**config.mk**
```make
export PLATFORM = sky130hd
export DESIGN_NAME = serial_subtractor
export DESIGN_NICKNAME = d
export VERILOG_FILES = /design/src/rtl/serial_subtractor.sv
export SDC_FILE = /design/constraint.sdc
export NUM_CORES = 1
export LEC_CHECK = 0
export BUFFER_PORTS_ARGS = -buffer_cell sky130_fd_sc_hd__buf_2
export CAP_MARGIN = 20
export CORE_MARGIN = 2
export CORE_UTILIZATION = 55
export CTS_CLUSTER_DIAMETER = 80
export DETAILED_ROUTE_END_ITERATION = 8
export MAX_ROUTING_LAYER = met4
export PLACE_DENSITY = 0.81
export RECOVER_POWER = 25
export SYNTH_ARGS = -nofsm -noshare
export SYNTH_HDL_FRONTEND = slang
export SYNTH_SLANG_ARGS = --single-unit
export TNS_END_PERCENT = 20
```
**constraint.sdc**
```tcl
create_clock -name i_clk -period 1.85 [get_ports i_clk]
set_input_delay 0.37 -clock i_clk [delete_from_list [all_inputs] [get_ports i_clk]]
set_output_delay 0.37 -clock i_clk [all_outputs]
set_load 0.02 [all_outputs]
```
**src/rtl/serial_subtractor.sv**
```systemverilog
// Bit-serial N-bit subtractor: A - B - borrow_in, LSB first, one bit per clock.
// Optional signed-overflow output enabled by SERIAL_SUBTRACTOR_OVERFLOW_EN.
module serial_subtractor #(
  parameter int N = 8
) (
  input  logic         i_clk,
  input  logic         i_rst_n,
  input  logic         i_start,
  input  logic [N-1:0] i_a,
  input  logic [N-1:0] i_b,
  input  logic         i_borrow_in,
  output logic         o_busy,
  output logic         o_done,
  output logic [N-1:0] o_diff,
  output logic         o_borrow_out
`ifdef SERIAL_SUBTRACTOR_OVERFLOW_EN
  ,
  output logic         o_overflow
`endif
);
  localparam int CW = $clog2(N) + 1;

  typedef enum logic [1:0] {IDLE, RUN, DONE} state_e;

  state_e         state_q, state_d;
  logic [N-1:0]   a_q, a_d, b_q, b_d, diff_q, diff_d;
  logic           bin_q, bin_d;
  logic [CW-1:0]  cnt_q, cnt_d;
  logic           d_bit, bout, last;

  assign d_bit = a_q[0] ^ b_q[0] ^ bin_q;
  assign bout  = (~a_q[0] & b_q[0]) | (~a_q[0] & bin_q) | (b_q[0] & bin_q);
  assign last  = (cnt_q == CW'(N - 1));

`ifdef SERIAL_SUBTRACTOR_OVERFLOW_EN
  logic ovf_q, ovf_d;
  // Borrow into the MSB differs from borrow out of it exactly on signed overflow.
  always_comb begin
    ovf_d = ovf_q;
    if (state_q == RUN && last) ovf_d = bin_q ^ bout;
  end
  always_ff @(posedge i_clk or negedge i_rst_n) begin
    if (!i_rst_n) ovf_q <= 1'b0;
    else          ovf_q <= ovf_d;
  end
  assign o_overflow = ovf_q;
`endif

  always_comb begin
    state_d = state_q;
    a_d     = a_q;
    b_d     = b_q;
    diff_d  = diff_q;
    bin_d   = bin_q;
    cnt_d   = cnt_q;
    case (state_q)
      IDLE: begin
        if (i_start) begin
          state_d = RUN;
          a_d     = i_a;
          b_d     = i_b;
          bin_d   = i_borrow_in;
          cnt_d   = '0;
        end
      end
      RUN: begin
        a_d    = a_q >> 1;
        b_d    = b_q >> 1;
        diff_d = {d_bit, diff_q[N-1:1]};
        bin_d  = bout;
        cnt_d  = cnt_q + CW'(1);
        if (last) state_d = DONE;
      end
      DONE:    state_d = IDLE;
      default: state_d = IDLE;
    endcase
  end

  always_ff @(posedge i_clk or negedge i_rst_n) begin
    if (!i_rst_n) begin
      state_q <= IDLE;
      a_q     <= '0;
      b_q     <= '0;
      diff_q  <= '0;
      bin_q   <= 1'b0;
      cnt_q   <= '0;
    end else begin
      state_q <= state_d;
      a_q     <= a_d;
      b_q     <= b_d;
      diff_q  <= diff_d;
      bin_q   <= bin_d;
      cnt_q   <= cnt_d;
    end
  end

  assign o_busy       = (state_q == RUN);
  assign o_done       = (state_q == DONE);
  assign o_diff       = diff_q;
  assign o_borrow_out = bin_q;
endmodule

```
# --- Word level (Yosys, flattened, before mapping) ---
# Cells that the tools add are included.
word_totals:
  ff_bits: 31
  input_bits: 20
  out_inout_bits: 11
  wordCells: 35
classes:
  n_mux: 11
  n_bitwise: 8
  eq_ne: 5
  n_reduce_logical: 4
  add_sub_neg: 1
ops:
  columns: ["operator", "count"]
  rows:
  - ["case mux 8 bit (2 select lines)", 2]
  - ["2-to-1 mux 8 bit", 2]
  - ["case mux 4 bit (2 select lines)", 1]
  - ["adder 4 x 1 -> 4 bit (second input constant)", 1]
  - ["equality test 4 x 3 -> 1 bit (second input constant)", 1]
  - ["2-to-1 mux 2 bit", 2]
  - ["2-to-1 mux 4 bit", 1]
  - ["case mux 2 bit (2 select lines)", 1]
  - ["AND reduction 2 bit", 2]
  - ["bitwise AND 1 bit", 3]
  - ["equality test 2 x 1 -> 1 bit (second input constant)", 1]
  - ["equality test 2 bit (second input constant)", 1]
  - ["logical NOT 2 bit", 1]
  - ["inequality test 2 x 1 -> 1 bit (second input constant)", 1]
  - ["inequality test 2 bit (second input constant)", 1]
  - ["bitwise OR 1 bit", 2]
  - ["case mux 1 bit (2 select lines)", 1]
  - ["nonzero test 2 bit", 1]
  - ["XOR 1 bit", 2]
  - ["2-to-1 mux 1 bit", 1]
  - ["NOT 1 bit", 1]

# --- Logic depth before layout (Yosys ltp) ---
# Gate-level depths: netlist of run 1.
logic_depth:
  ltp_word: 5
  mapped_depth: 5

# --- Worst setup path after synthesis of run 1 ---
# Ideal clock, no wire load.
synth_timing:
  kind: "register to register"
  start: "register state_q[0]"
  end: "register cnt_q[1]"
  path_buffers: 0
  slack_ns: 0.618
  path_stages_with_launch: 4
  arrival_time_ns: 1.111
  setup_time_ns: 0.121
  path_cell_list: "dfrtp_1 -> nand2b_2 -> clkinv_1 -> a22o_1"
synth_via:
  elab_chain_len: 3
  elab_cells_between_ends: 6
  cone_classes: "2 x eq/ne; 1 x mux; 3 x reduce/logical"
synth_lines:
  columns: ["item", "line_no", "source"]
  rows:
  - ["from (decl)", "25", "state_e state_q, state_d;"]
  - ["from (signal assigned)", "88", "state_q <= state_d;"]
  - ["equality test 2 x 1 -> 1 bit (*)", null, null]
  - ["named net o_busy", "12", "output logic o_busy,"]
  - ["nonzero test 2 bit (no source line)", null, null]
  - ["AND reduction 2 bit (no source line)", null, null]
  - ["to (signal assigned)", "93", "cnt_q <= cnt_d;"]
  - ["to (decl)", "28", "logic [CW-1:0] cnt_q, cnt_d;"]
# Mark *: on every way through the listed nets, which the timed path passes. The rest lies on a longest branch.
# A chain may end at the register's enable or synchronous reset.

# --- Worst setup path after layout of run 1 ---
layout_timing:
  start: "register state_q[0]"
  end: "output port o_busy"
layout_via:
  elab_chain_len: 1
layout_lines:
  columns: ["item", "line_no", "source"]
  rows:
  - ["equality test 2 x 1 -> 1 bit", "97", "assign o_busy = (state_q == RUN);"]
  - ["to (decl)", "12", null]
# Every way passes these cells.

==> results of run 1 <==
flip-flops by register name (all words and copies together), names as in the netlist:
name          flops
a_q               8
b_q               8
cnt_q             4
o_borrow_out      1
o_diff            8
state_q           2
power by group through the flow:
stage	Combinational, mW	Clock [mW]	Sequential (mW)
detailed placement	1.08	0	1.19
global route	1.22	0.420	1.22
finish	1.07	0.371	1.18
floorplan	0.690	0	1.26
CTS	1.08	0.378	1.18
global placement	1.01	0	1.17
final cells by class:
cell class | count | share of cell area
Tap cell | 30 | 0.02353
Clock inverter | 1 | 0.003137
Sequential cell | 31 | 0.4863
Multi-Input combinational cell | 92 | 0.3396
Inverter | 4 | 0.01176
Clock buffer | 7 | 0.02824
Timing Repair Buffer | 33 | 0.1075
stage by stage:
step | total power [mW] | instance area (um2) | hold WS, ns
5_1_grt | 2.860 | 1595 | 0.3296
3_3_place_gp | 2.178 | 1543 | 0.4388
2_1_floorplan | 1.950 | 1370 | 0.07441
4_1_cts | 2.642 | 1593 | 0.07966
6_report | 2.625 | 1595 | 0.3338
3_5_place_dp | 2.272 | 1543 | 0.4415
cell usage after synthesis, types with 2 or more instances:
library cell              number  area share
sky130_fd_sc_hd__buf_2         3       0.011
sky130_fd_sc_hd__dfrtp_1      31        0.57
sky130_fd_sc_hd__inv_1         3      0.0082
sky130_fd_sc_hd__mux2i_1      15        0.11
sky130_fd_sc_hd__nand2_1      40        0.11
sky130_fd_sc_hd__nor2b_1       2      0.0091
sky130_fd_sc_hd__o21ai_0      18       0.066
final timing paths:
| path | startpoint | to | slack, ns | cells after the start |
|---|---|---|---|---|
| worst max-delay path | state_q[0] | o_busy | 0.18 | 3 |
| worst min-delay path | i_b[4] | b_q[4] | 0.33 | 3 |
| worst max register to register | state_q[0] | a_q[2] | 0.42 | 4 |
| worst min register to register | cnt_q[3] | state_q[1] | 0.49 | 1 |
| max in group asynchronous | i_rst_n | cnt_q[2] | 0.49 | 1 |
| min in group asynchronous | i_rst_n | cnt_q[3] | 0.43 | 1 |
metal layers:
metal,routed length (um),up-vias,global-route usage
li1,-,516,-
met1,1167,483,0.2656
met2,1294,27,0.3557
met3,136,8,0.08333
met4,46,0,0.1026
met5,0,-,-
timing repair:
item                       in CTS  in global routing
resized for setup               0                  1
hold endpoints to repair        0                  0
hold buffers                    0                  0
setup endpoints to repair       0                  1
worst register-to-register path: cells and delay by family (launching register included):
family                 cells  cell delay (ns)
AO/OA/AOI/OAI              1             0.10
flip-flops                 1             0.46
AND/OR/NAND/NOR            1             0.13
multiplexers               1             0.28
buffers and inverters      1             0.36
logic make-up (layout without fill, tap and decap cells):
family / count (synthesis) / in the layout / synth area share
simple gates: 48 / 48 / 0.1452
flops: 31 / 31 / 0.5662
compound gates: 27 / 27 / 0.1169
mux: 15 / 15 / 0.1096
buf+inv: 10 / 45 / 0.03835
fa+ha+maj: 2 / 2 / 0.02374
==> impl_metrics.ini, run 1 <==
[layout]
drive_above_1_share = 0.2440
area.growth.synth_to_final_pct = 16.44
mostFrequentLayoutCell = sky130_fd_sc_hd__nand2_1
filler_cell_count = 204
fin_util = 0.6620
most-common-layout-cells = sky130_fd_sc_hd__nand2_1, sky130_fd_sc_hd__dfrtp_1, sky130_fd_sc_hd__buf_2, sky130_fd_sc_hd__o21ai_0, sky130_fd_sc_hd__mux2i_1
layout.nets = 189
multiInputGateArea_um2 = 541.8
n_antenna_cell = 0
finalNonFillerCells = 198
ff_latch_area_um2 = 775.7

[placed_design]
dp_worst_setup_slack_ns = 0.4672
numPortBuffers = 30
place_hpwl_um = 1856
final_estimated_routing_congestion_in_global_placement = 0.7274
placed_cells = 190

[power_and_ir_drop]
power.share.sequential = 0.451
switching_share = 0.4070
combinationalPowerShare = 0.408
internal-power_mw = 1.556
clockPowerShare = 0.141
powerDensity_mw_per_mm2 = 1645
p_leak_nw = 0.7627
ir_worst_vdd_mv = 0.9646
switchingPower_mw = 1.068

[timing]
final.setup.worst_slack_ns = 0.1791
finClkSkew_ns = 0.01100
layout_min_cycle_time_ns = 1.671
final-max-slew-violation-count = 32
crit_share_post_route = 0.9032
rsz0062_at_grt = false
maximum_operating_frequency_mhz = 598.5
max_slew_margin = -0.06759
setup-tns-final_ns = 0
hold_violations = 0
finalSetupViolations = 0
worst_slew_pin_slew_ns = 1.601

[worst_setup_path]
worst-endpoint-arrival_ns = 1.30
timing_worst_setup_path_type = flip-flop to primary output
crit_path_max_incr_delay_ns = 0.46
critical_path.n_buffers_inverters = 2
largest_fanout_on_the_critical_path = 10
cp-start-kind = flip-flop
delay_heaviest_family_cp = flip-flops
critical_path.endpoint_type = primary output
crit_required_ns = 1.48
slowest_cell_on_the_critical_path = sky130_fd_sc_hd__dfrtp_1
cp_cell_sequence = nand2b_2 -> clkinvlp_4 -> buf_2

[routing]
route.detailed.vias_per_inst = 5.222
firstDrtPassIters = 4
ant_nets = 0
vias = 1034
drt_total_wl_um = 2645
detail_route.drc_violations = 0
wire_per_inst_um = 13.36
drt-initial-drc-count = 6

[yosys]
asyncSetResetFlopFracSynth = 1.000
synth_cell_type_count = 28
synthesis.instances = 133
postSynthAreaPerCell_um2 = 10.30
yosys_warnings = 0
ys_ff_latch = 31
netlist_area_mm2 = 0.001370
seq_area_frac_synth = 0.5662
synth.net_count = 155
postSynth.topFlopCell = sky130_fd_sc_hd__dfrtp_1
count_of_flip_flops_with_a_built_in_enable_after_synthesis = 0

[clock_network]
numCtsBuffers = 5
clock_tree.buffer_depth = 2
cts_sinks = 31
cts_post_setup_buffers_inserted = 0
tritoncts = done
clock_insertion_delay_worst_skew_ns = 0.33
ctsRootBufferMaster = sky130_fd_sc_hd__clkbuf_4
htree_levels = 2
path_clk_slew_ns = 0.09

[grt]
grt_pass1_vias = 1007
grt.overflow.total = 0
grt_use_total = 0.2292
grt_antenna_before_repair = 0
grt_pass1_wl_um = 4326
pin_count_of_the_biggest_net_entering_global_routing = 32

[floorplan]
die_outline_height_um = 53.91
floorplan.initialDensity = 0.5685
design.die.area_mm2 = 0.002906
die_w_um = 53.91
i_o_pin_count = 31
core_region_area_mm2 = 0.002410
rows = 18

[flow_run]
maxCapViolCount = 1

[hold_path]
hold_path.class = input pin to flip-flop

[status]
outcome = finished, violations left
violations_in_the_final_reports = capacitance limit, slew limit
Note: power is estimated with default switching activity, not from simulation.
==> run 2: changes to the inputs <==
CORE_UTILIZATION = 56   (was 55)
PLACE_DENSITY = 0.82   (was 0.81)
==> run 2 against run 1 <==
The run still ends with capacitance limit, slew limit left. First-iteration DRC count up 130%. Clock skew fell by 0.0050 ns. Maximum frequency decreased by 4.1%. Cell area up 2.7%. Non-clock buffer count stayed put. Via count barely moved. Critical path type unchanged.
==> impl_metrics.ini, run 2 (synthesis results as in run 1) <==
[layout]
n_antenna_cell = 0
drive_above_1_share = 0.2500
most-common-layout-cells = sky130_fd_sc_hd__nand2_1, sky130_fd_sc_hd__dfrtp_1, sky130_fd_sc_hd__buf_2, sky130_fd_sc_hd__o21ai_0, sky130_fd_sc_hd__mux2i_1
area.growth.synth_to_final_pct = 19.54
post-route-cell-area_mm2 = 0.001638
mostFrequentLayoutCell = sky130_fd_sc_hd__nand2_1
layout.nets = 189
finalNonFillerCells = 196

[routing]
detail_route.drc_violations = 0
drt_total_wl_um = 2540
route.detailed.vias_per_inst = 5.270
firstDrtPassIters = 4
ant_nets = 0
vias = 1033
wire_per_inst_um = 12.96
drt-initial-drc-count = 14

[grt]
pin_count_of_the_biggest_net_entering_global_routing = 32
grt.overflow.total = 0
grt_pass1_vias = 977
grt_use_total = 0.2157
grt_pass1_wl_um = 4160
grt_antenna_before_repair = 0

[clock_network]
ctsRootBufferMaster = sky130_fd_sc_hd__clkbuf_4
cts_post_setup_buffers_inserted = 0
cts_sinks = 31
path_clk_slew_ns = 0.10
clock_tree.buffer_depth = 2
htree_levels = 2
clock_insertion_delay_worst_skew_ns = 0.32
numCtsBuffers = 5
tritoncts = done
postCtsResizedCells = 0
cts-hold-fix-buffers = 0

[placed_design]
place_hpwl_um = 1835
placed_cells = 188
final_estimated_routing_congestion_in_global_placement = 0.7672
numPortBuffers = 30
placed_cell_area_mm2 = 0.001553

[worst_setup_path]
worst-endpoint-arrival_ns = 1.37
register_to_register_path_setup_slack_ns = 0.54
regToRegStartpoint = state_q[1]
timing.critical_path.from = state_q[0]
timing_worst_setup_path_type = flip-flop to primary output
r2r.worst_path.cells = 4
critical_path.endpoint_type = primary output
cp-start-kind = flip-flop
crit_required_ns = 1.48
largest_fanout_on_the_critical_path = 10

[flow_run]
maxCapViolCount = 1

[timing]
setup-tns-final_ns = 0
layout_min_cycle_time_ns = 1.743
finClkSkew_ns = 0.006047
crit_share_post_route = 0.9421
final-max-slew-violation-count = 32
finalSetupViolations = 0
worst_slew_pin_slew_ns = 1.600
max_slew_margin = -0.06652
rsz0062_at_grt = false
maximum_operating_frequency_mhz = 573.7
hold_violations = 0

[floorplan]
die_outline_height_um = 53.46
die_w_um = 53.46
core_region_area_mm2 = 0.002255
i_o_pin_count = 31
rows = 17
floorplan.initialDensity = 0.6077
design.die.area_mm2 = 0.002858

[status]
violations_in_the_final_reports = capacitance limit, slew limit
outcome = finished, violations left

[power_and_ir_drop]
powerDensity_mw_per_mm2 = 1716
p_leak_nw = 0.7853
ir_worst_vdd_mv = 1.164

[hold_path]
timing.hold.worst.start = i_borrow_in
hold_path.class = input pin to flip-flop
min_path_cells = 3
## run 2: changes by cell type in the layout (fill, tap and decap cells not counted), sizes merged
cell	delta
clkbuf	-1
clkinvlp	-1
bufinv	+1
clkinv	+1
## run 2: per-layer routing
| layer | vias to the layer above | GRT usage | routed length, um |
|---|---|---|---|
| met2 | 23 | 0.3292 | 1266 |
| met1 | 491 | 0.2709 | 1121 |
| met4 | 0 | 0.07692 | 39 |
| li1 | 515 | - | - |
| met5 | - | - | 0 |
| met3 | 4 | 0.06780 | 112 |
## run 2: layout make-up
cell class                 instances  area (um2)
inverter                           4       15.01
timing repair buffer              33       183.9
fill                             189       616.8
tap                               28       35.03
sequential                        31       775.7
clock buffer                       6       51.30
multi-input combinational         92       541.8
clock inverter                     2       35.03
## run 2: power by group
group	switching (mW)	leakage, nW	internal, mW
sequential	0.204	0.391	0.972
clock	0.223	0.0482	0.319
combinational	0.634	0.346	0.458
## run 2: per-stage QoR
step | worst slack (ns) | power (mW) | hold WS (ns) | utilization
after floorplan | 0.6178 | 1.950 | 0.07441 | -
after global placement | 0.5077 | 2.209 | 0.4388 | 0.6887
after detailed placement | 0.4737 | 2.304 | 0.4404 | 0.6887
after CTS | 0.1134 | 2.849 | 0.08528 | 0.7270
after global routing | 0.03442 | 3.022 | 0.3472 | 0.7264
final | 0.1071 | 2.811 | 0.3365 | 0.7264
## run 2: worst max-delay path, stage by stage (launching register included)
cell and delay, ns:
sky130_fd_sc_hd__dfrtp_1 0.46, sky130_fd_sc_hd__nand2b_2 0.12, sky130_fd_sc_hd__clkinv_1 0.23, sky130_fd_sc_hd__buf_2 0.25
## run 2: final timing paths
| kind | to |
|---|---|
| worst max-delay path | o_busy |
| worst min-delay path | o_borrow_out |
| worst max register to register | cnt_q[3] |
| worst min register to register | o_diff[0] |
| max in group asynchronous | b_q[1] |
| min in group asynchronous | o_diff[4] |
==> run 3: changes to the inputs <==
REMOVE_ABC_BUFFERS = 1   (was unset)
==> run 3 against run 2 <==
The run still ends with capacitance limit, slew limit left. Global-route usage barely moved. Maximum frequency rose by 12%. Die area did not move. Cell area fell by 3.1%. Register-to-register slack got worse by 0.04 ns. Cell count fell by 0.51%. Critical path depth did not move. Flip-flop and latch count did not move. Clock-buffer cell count did not move. Setup slack improved by 0.19 ns. Critical endpoint unchanged. Highest routed layer unchanged.
==> impl_metrics.ini, run 3 (synthesis results as in run 1) <==
[floorplan]
floorplan.initialDensity = 0.6077
die_outline_height_um = 53.46
die_w_um = 53.46
rows = 17
design.die.area_mm2 = 0.002858
core_region_area_mm2 = 0.002255
i_o_pin_count = 31

[routing]
drt-initial-drc-count = 7
ant_nets = 0
wire_per_inst_um = 13.53
vias = 1038
detail_route.drc_violations = 0
firstDrtPassIters = 4
route.detailed.vias_per_inst = 5.323
drt_total_wl_um = 2638

[layout]
area.growth.synth_to_final_pct = 15.89
layout.nets = 190
most-common-layout-cells = sky130_fd_sc_hd__nand2_1, sky130_fd_sc_hd__dfrtp_1, sky130_fd_sc_hd__buf_2, sky130_fd_sc_hd__o21ai_0, sky130_fd_sc_hd__mux2i_1
post-route-cell-area_mm2 = 0.001588
mostFrequentLayoutCell = sky130_fd_sc_hd__nand2_1
fin_util = 0.7042
drive_above_1_share = 0.2395
n_antenna_cell = 0

[clock_network]
tritoncts = done
path_clk_slew_ns = 0.09
cts_post_setup_buffers_inserted = 0
postCtsResizedCells = 0
clock_insertion_delay_worst_skew_ns = 0.31
cts_sinks = 31
clock_tree.buffer_depth = 2
cts-hold-fix-buffers = 0
numCtsBuffers = 5
ctsRootBufferMaster = sky130_fd_sc_hd__clkbuf_4
htree_levels = 2

[timing]
max_slew_margin = -0.06777
layout_min_cycle_time_ns = 1.554
hold_violations = 0
rsz0062_at_grt = false
finClkSkew_ns = 0.004126
maximum_operating_frequency_mhz = 643.5
setup-tns-final_ns = 0
worst_slew_pin_slew_ns = 1.602
final-max-slew-violation-count = 32
crit_share_post_route = 0.8400
finalSetupViolations = 0

[power_and_ir_drop]
ir_worst_vdd_mv = 1.136
power.share.sequential = 0.452
fin_total_pwr_mw = 2.598
switching_share = 0.4012
clockPowerShare = 0.131
combinationalPowerShare = 0.417
powerDensity_mw_per_mm2 = 1636
internal-power_mw = 1.556
switchingPower_mw = 1.042
p_leak_nw = 0.7625

[grt]
grt_pass1_wl_um = 4181
grt_antenna_before_repair = 0
pin_count_of_the_biggest_net_entering_global_routing = 37
grt_use_total = 0.2158
grt.overflow.total = 0
grt_pass1_vias = 943

[status]
violations_in_the_final_reports = capacitance limit, slew limit
outcome = finished, violations left

[worst_setup_path]
register_to_register_path_setup_slack_ns = 0.50
worst-endpoint-arrival_ns = 1.18
crit_required_ns = 1.48
cp-start-kind = flip-flop
largest_fanout_on_the_critical_path = 4
timing_worst_setup_path_type = flip-flop to primary output
critical_path.endpoint_type = primary output

[placed_design]
numPortBuffers = 30
final_estimated_routing_congestion_in_global_placement = 0.7026
place_hpwl_um = 1830
placed_cell_area_mm2 = 0.001548

[hold_path]
hold_path.class = input pin to flip-flop

[flow_run]
maxCapViolCount = 1
## run 3: cell count changes in the layout (fill, tap and decap cells not counted)
cell / before / now
sky130_fd_sc_hd__clkbuf_8: 1 / 0
sky130_fd_sc_hd__clkbuf_1: 1 / 2
sky130_fd_sc_hd__buf_4: 2 / 4
sky130_fd_sc_hd__buf_12: 1 / 0
sky130_fd_sc_hd__clkinv_2: 1 / 0
sky130_fd_sc_hd__bufinv_16: 1 / 0
## run 3: area by class of cell
type,instances,area (um2)
fill,192,666.9
timing repair buffer,34,178.9
multi-input combinational,92,541.8
tap,28,35.03
inverter,4,15.01
sequential,31,775.7
clock buffer,6,41.29
## run 3: power by group through the flow
stage / logic [mW] / clock network [mW] / registers, mW
2_1_floorplan: 0.635 / 0 / 1.26
3_3_place_gp: 1.03 / 0 / 1.17
3_5_place_dp: 1.09 / 0 / 1.19
4_1_cts: 1.10 / 0.349 / 1.18
5_1_grt: 1.23 / 0.377 / 1.22
6_report: 1.08 / 0.341 / 1.17
## run 3: stage by stage
stage,hold slack [ns],setup slack (ns),std cells
after floorplan,0.07441,0.07629,127
after global placement,0.4337,0.5920,189
after detailed placement,0.4407,0.5279,189
after CTS,0.09281,0.2777,195
after global routing,0.3534,0.1599,195
final,0.3415,0.2960,195
## run 3: final timing paths
path	startpoint	to	cells past startpoint
worst min-delay path	i_a[4]	a_q[4]	3
worst min register to register	o_diff[0]	o_diff[0]	2
worst max register to register	state_q[1]	cnt_q[3]	4
max in group asynchronous	i_rst_n	a_q[6]	1
worst max-delay path	state_q[1]	o_busy	3
min in group asynchronous	i_rst_n	o_diff[0]	1
## run 3: routing by layer
metal / GRT usage / up-vias / routed length [um]
met5: - / - / 0
met4: 0.08974 / 0 / 15
met3: 0.05932 / 2 / 166
met2: 0.3189 / 39 / 1283
met1: 0.2799 / 485 / 1172
li1: - / 512 / -
## run 3: critical path, cell delays in order, from the launching register on
cell                       delay, ns
sky130_fd_sc_hd__dfrtp_1        0.43
sky130_fd_sc_hd__nand2b_2       0.21
sky130_fd_sc_hd__clkinv_1       0.08
sky130_fd_sc_hd__buf_2          0.16
